`src/rtl/spi_byte_rx_fifo.sv`:
```
// SPI mode-0 slave front end: MOSI bytes are deserialised into a FIFO for the
// control unit, and the control unit's status byte is shifted out on MISO.
module spi_byte_rx_fifo #(
    parameter int FIFO_DEPTH  = 16,
    parameter int SYNC_STAGES = 2
) (
    input  logic                          clk,
    input  logic                          reset_n,
    input  logic                          spi_sck,
    input  logic                          spi_cs_n,
    input  logic                          spi_mosi,
    output logic                          spi_miso,
    input  logic [7:0]                    response_byte,
    output logic [7:0]                    out_byte,
    output logic                          out_valid,
    input  logic                          next,
    output logic [$clog2(FIFO_DEPTH):0]   fifo_level,
    output logic                          overflow,
    output logic                          frame_active
);

    localparam int AW = $clog2(FIFO_DEPTH);
    localparam int LW = AW + 1;

    logic [SYNC_STAGES-1:0] sck_sync_q, sck_sync_d;
    logic [SYNC_STAGES-1:0] cs_sync_q, cs_sync_d;
    logic [SYNC_STAGES-1:0] mosi_sync_q, mosi_sync_d;
    logic [SYNC_STAGES-1:0] fill_q, fill_d;
    logic                   sck_prev_q, sck_prev_d;
    logic                   cs_prev_q, cs_prev_d;
    logic                   armed_q, armed_d;
    logic [2:0]             bit_cnt_q, bit_cnt_d;
    logic [7:0]             rx_q, rx_d;
    logic [7:0]             tx_q, tx_d;
    logic [AW-1:0]          wr_ptr_q, wr_ptr_d;
    logic [AW-1:0]          rd_ptr_q, rd_ptr_d;
    logic [LW-1:0]          level_q, level_d;
    logic                   ovf_q, ovf_d;
    logic [7:0]             mem_q [FIFO_DEPTH];

    logic sck_s, cs_s, mosi_s, synced, active;
    logic frame_start, frame_end, sck_rise, sck_fall;
    logic push, pop, full, wr_en;

    always_comb begin
        sck_sync_d  = {sck_sync_q[SYNC_STAGES-2:0], spi_sck};
        cs_sync_d   = {cs_sync_q[SYNC_STAGES-2:0], spi_cs_n};
        mosi_sync_d = {mosi_sync_q[SYNC_STAGES-2:0], spi_mosi};
        fill_d      = {fill_q[SYNC_STAGES-2:0], 1'b1};
    end

    assign sck_s  = sck_sync_q[SYNC_STAGES-1];
    assign cs_s   = cs_sync_q[SYNC_STAGES-1];
    assign mosi_s = mosi_sync_q[SYNC_STAGES-1];
    // fill marks when the chains hold real pin samples rather than reset values
    assign synced = fill_q[SYNC_STAGES-1];

    // A frame already in progress at reset release is ignored: receiving is
    // armed only once chip select has been seen inactive.
    assign armed_d      = armed_q | (synced & cs_s);
    assign sck_prev_d   = sck_s;
    assign cs_prev_d    = cs_s;
    assign frame_active = ~cs_s;
    assign active       = armed_q & ~cs_s;
    assign frame_start  = armed_q & cs_prev_q & ~cs_s;
    assign frame_end    = armed_q & ~cs_prev_q & cs_s;
    assign sck_rise     = active & ~sck_prev_q & sck_s;
    assign sck_fall     = active & sck_prev_q & ~sck_s;

    always_comb begin
        bit_cnt_d = bit_cnt_q;
        rx_d      = rx_q;
        tx_d      = tx_q;
        push      = 1'b0;
        if (frame_start) begin
            bit_cnt_d = 3'd0;
            tx_d      = response_byte;
        end else if (frame_end) begin
            bit_cnt_d = 3'd0;
        end else begin
            if (sck_rise) begin
                rx_d = {rx_q[6:0], mosi_s};
                if (bit_cnt_q == 3'd7) begin
                    push      = 1'b1;
                    bit_cnt_d = 3'd0;
                end else begin
                    bit_cnt_d = bit_cnt_q + 3'd1;
                end
            end
            if (sck_fall) begin
                // counter at 0 on a falling edge means a byte just completed
                if (bit_cnt_q == 3'd0) tx_d = response_byte;
                else                   tx_d = {tx_q[6:0], 1'b0};
            end
        end
    end

    assign spi_miso = frame_start ? response_byte[7] : (active & tx_q[7]);

    assign out_valid = (level_q != '0);
    assign full      = (level_q == LW'(FIFO_DEPTH));
    assign pop       = next & out_valid;
    assign wr_en     = push & (~full | pop);

    always_comb begin
        wr_ptr_d = wr_ptr_q;
        rd_ptr_d = rd_ptr_q;
        level_d  = level_q;
        ovf_d    = ovf_q | (push & full & ~pop);
        if (wr_en) wr_ptr_d = wr_ptr_q + AW'(1);
        if (pop)   rd_ptr_d = rd_ptr_q + AW'(1);
        if (wr_en && !pop)      level_d = level_q + LW'(1);
        else if (pop && !wr_en) level_d = level_q - LW'(1);
    end

    assign out_byte   = out_valid ? mem_q[rd_ptr_q] : 8'h00;
    assign fifo_level = level_q;
    assign overflow   = ovf_q;

    always_ff @(posedge clk) begin
        if (wr_en) mem_q[wr_ptr_q] <= rx_d;
    end

    always_ff @(posedge clk or negedge reset_n) begin
        if (!reset_n) begin
            sck_sync_q  <= '0;
            cs_sync_q   <= '1;
            mosi_sync_q <= '0;
            fill_q      <= '0;
            sck_prev_q  <= 1'b0;
            cs_prev_q   <= 1'b1;
            armed_q     <= 1'b0;
            bit_cnt_q   <= 3'd0;
            rx_q        <= 8'h00;
            tx_q        <= 8'h00;
            wr_ptr_q    <= '0;
            rd_ptr_q    <= '0;
            level_q     <= '0;
            ovf_q       <= 1'b0;
        end else begin
            sck_sync_q  <= sck_sync_d;
            cs_sync_q   <= cs_sync_d;
            mosi_sync_q <= mosi_sync_d;
            fill_q      <= fill_d;
            sck_prev_q  <= sck_prev_d;
            cs_prev_q   <= cs_prev_d;
            armed_q     <= armed_d;
            bit_cnt_q   <= bit_cnt_d;
            rx_q        <= rx_d;
            tx_q        <= tx_d;
            wr_ptr_q    <= wr_ptr_d;
            rd_ptr_q    <= rd_ptr_d;
            level_q     <= level_d;
            ovf_q       <= ovf_d;
        end
    end

endmodule

```
`config.mk`:
```
export PLATFORM = sky130hd
export DESIGN_NAME = spi_byte_rx_fifo
export DESIGN_NICKNAME = d
export VERILOG_FILES = /design/src/rtl/spi_byte_rx_fifo.sv
export SDC_FILE = /design/constraint.sdc
export NUM_CORES = 1
export LEC_CHECK = 0
export BUFFER_PORTS_ARGS = -buffer_cell sky130_fd_sc_hd__clkbuf_2
export CAP_MARGIN = 15
export CORE_ASPECT_RATIO = 1.5
export CORE_MARGIN = 2
export CORE_UTILIZATION = 43
export DETAILED_ROUTE_END_ITERATION = 8
export GPL_ROUTABILITY_DRIVEN = 1
export HOLD_SLACK_MARGIN = 0.15
export PLACE_DENSITY = 0.57
export SYNTH_ARGS = -nofsm -noshare
export SYNTH_HDL_FRONTEND = slang
export SYNTH_SLANG_ARGS = --single-unit
```
`constraint.sdc`:
```
create_clock -name clk -period 3.75 [get_ports clk]
set_input_delay 0.375 -clock clk [delete_from_list [all_inputs] [get_ports clk]]
set_output_delay 0.375 -clock clk [all_outputs]
set_load 0.1 [all_outputs]
```
==> flow_summary.toml <==
[layout]
seqCellArea_um2 = 4950
diodes = 0
stdcell_area_um2 = 8080
multi_input_area_um2 = 1940
area.growth.synth_to_final_pct = 15.1
n_fill_cell = 1377
finalNetCount = 470
drive_gt1_share_pct = 30.0
post-route-util_pct = 50.1

[sta]
hold_violations = 0
hold_ws_ns = 0.187
relSlewSlack_pct = 38.3
tns_ns = 0
setup_violations = 0
fmax_mhz = 313
rsz0062_at_grt = "no"
clock_skew_ns = 0.0111
fin_crit_sh_pct = 85.2
worst_pin_slew_ns = 0.922
min_period_ns = 3.19
slew_viol_final = 0

[floorplan]
die_y_um = 161
die_x_um = 108
core_um2 = 16100
row_count = 57
io_pins = 31
start_util_pct = 43.6
die_area_um2 = 17400

[cts]
cts_root_buf = "clkbuf_16"
numCtsBuffers = 17
cts_tree = "done"
post-cts-setup-buffers = 0
clock_latency_ns = 0.42
htree_levels = 4
clk_pin_slew_ns = 0.07
clock-sinks = 172
cts.path.max_buffers = 2

[pwr]
p_comb_share_pct = 35.1
pwr-share-seq_pct = 37.9
swShare_pct = 39.8
p_int_mw = 3.75
powerDensity_nw_per_um2 = 771
max-vdd-ir-drop_mv = 0.882
clockPowerShare_pct = 26.9
power_mw = 6.23
p_leak_nw = 3.01
switchingPower_mw = 2.48

[logic_synthesis]
synth-main-ff-cell = "edfxtp_1"
yosys_warnings = 0
yosys.area.top_type_share_pct = 54.7
yosys-top-cells-area = "edfxtp_1 (55%), dfrtp_1 (15%), mux4_2 (10%)"
ys_seq_elements = 172
synthArstFlopShare_pct = 25.6
syn_area_um2 = 7020
synth_seq_area_share_pct = 70.4
syn_avg_cell_area_um2 = 17.8
yosysMostFrequentCell = "edfxtp_1"
yosysTopAreaCell = "edfxtp_1"
synth_edf_count = 128
netlist_top_cells_count = "edfxtp_1 (128), dfrtp_1 (41), mux4_2 (32)"
syn_nets = 422
synth_cell_types = 46
synthCells = 395

[min_path]
holdPathStages = 3
holdCritPathClass = "primary input to flip-flop"

[global_route]
grt_use_met3_pct = 3.08
grt_max_degree = 45
grt_util_met2_pct = 29.3
grt_usage_pct = 16.3
grtUsageMet1_pct = 19.1
top_usage_layer = "met2"
grt_pass1_vias = 3748
grt_pass1_wl_um = 20800
antenna_found_initial = 0
gr-total-overflow = 0

[setup_path]
start_kind = "flip-flop"
path_max_fanout = 35
r2r.worst_path.cells = 12
worstPathRequired_ns = 3.38
crit_arrival_ns = 2.82
worstSetupEndpointType = "primary output"
worstSetupPathType = "flip-flop to primary output"

[detailed_routing]
firstDrtPassIters = 6
post_drt_wl_per_cell_um = 19.3
via_per_inst = 5.29
drt_iter0_markers = 212
drt_wl_total_um = 12800
vias = 3500
drc = 0
antenna_left = 0

[place]
hpwl_um = 8670
place_congestion = 0.725
placed_area_um2 = 7460
io_buffers = 30

[outcome]
outcome = "finished, final reports clean"

[job]
drv_cap = 0
-- power by group through the flow --
stage | Sequential (mW) | Clock [mW] | Combinational, mW
after floorplan | 2.49 | 0 | 1.72
after global placement | 2.40 | 0 | 2.21
after detailed placement | 2.41 | 0 | 2.21
after CTS | 2.37 | 1.72 | 2.22
after global routing | 2.39 | 1.80 | 2.34
final | 2.36 | 1.68 | 2.19
-- critical path, cell delays in order, from the launching register on --
cell and delay (ns):
dfrtp_1 0.33, buf_4 0.49, mux4_2 0.59, mux2_2 0.27, o21ai_1 0.21, a21oi_2 0.06, clkbuf_2 0.42
-- per-layer routing --
layer  share of wire, %  vias up  wire length, um
met5                  0        -                0
met3                2.0       15              255
li1                   -     1615                -
met4                1.6        0              206
met2                 56       53             7170
met1                 40     1817             5160
-- final timing paths --
check	start	to	slack [ns]
setup / recovery	rd_ptr_q[1]	out_byte[4]	0.56
hold / removal	response_byte[0]	tx_q[0]	0.19
setup reg to reg	bit_cnt_q[0]	fifo_level[4]	0.72
hold reg to reg	fill_q[0]	fill_q[1]	0.35
max in group asynchronous	reset_n	cs_sync_q[1]	2.79
min in group asynchronous	reset_n	fifo_level[3]	0.40
-- kinds of logic after synthesis --
family	share of synthesized area, %
multiplexers	15.3
buffers and inverters	2.32
AND/OR/NAND/NOR	4.13
other	0.0534
adder cells (fa/ha/maj)	2.42
flip-flops	70.4
AO/OA/AOI/OAI	4.24
XOR/XNOR	1.12
-- cell usage in the layout, fill, tap and decap left out, types with 5 or more instances in the layout --
| master | instances |
|---|---|
| edfxtp_1 | 128 |
| dfrtp_1 | 41 |
| mux4_2 | 32 |
| clkbuf_2 | 30 |
| clkbuf_16 | 17 |
| inv_1 | 16 |
| mux2i_1 | 16 |
| nand2_1 | 16 |
| mux2_2 | 13 |
| o21ai_0 | 12 |
| ha_1 | 12 |
| buf_4 | 12 |
| o21ai_1 | 10 |
| a21oi_2 | 8 |
| and2_1 | 8 |
| nor2_1 | 7 |
| xnor2_1 | 6 |
| inv_6 | 6 |
| nor4_1 | 5 |
| inv_8 | 5 |
-- metrics by stage --
stage	worst slack, ns	std cells
floorplan	0.516	395
global placement	0.873	625
detailed placement	0.755	625
CTS	0.506	660
global route	0.398	662
finish	0.555	662
-- repair_timing --
| item | CTS | global route |
|---|---|---|
| hold buffers | 3 | 1 |
| endpoints found under the hold margin | 3 | 12 |
| endpoints found under the setup margin | 0 | 0 |
| resized for setup | 0 | 0 |
-- flip-flops by register name, indices dropped and copies added, names as in the netlist, 2 cells and up --
| register | count |
|---|---|
| bit_cnt_q | 3 |
| cs_sync_q | 2 |
| fifo_level | 5 |
| fill_q | 2 |
| mem_q | 128 |
| mosi_sync_q | 2 |
| rd_ptr_q | 4 |
| rx_q | 8 |
| sck_sync_q | 2 |
| tx_q | 8 |
| wr_ptr_q | 4 |
-- cell type report --
cell class	count	share of cell area (%)
clock buffers	17	5.26
multi-input cells	188	24.0
clock inverters	15	1.75
well taps	206	3.19
repair buffers	47	3.72
flip-flops and latches	172	61.2
inverters	17	0.820
(Power assumes the default switching activity.)
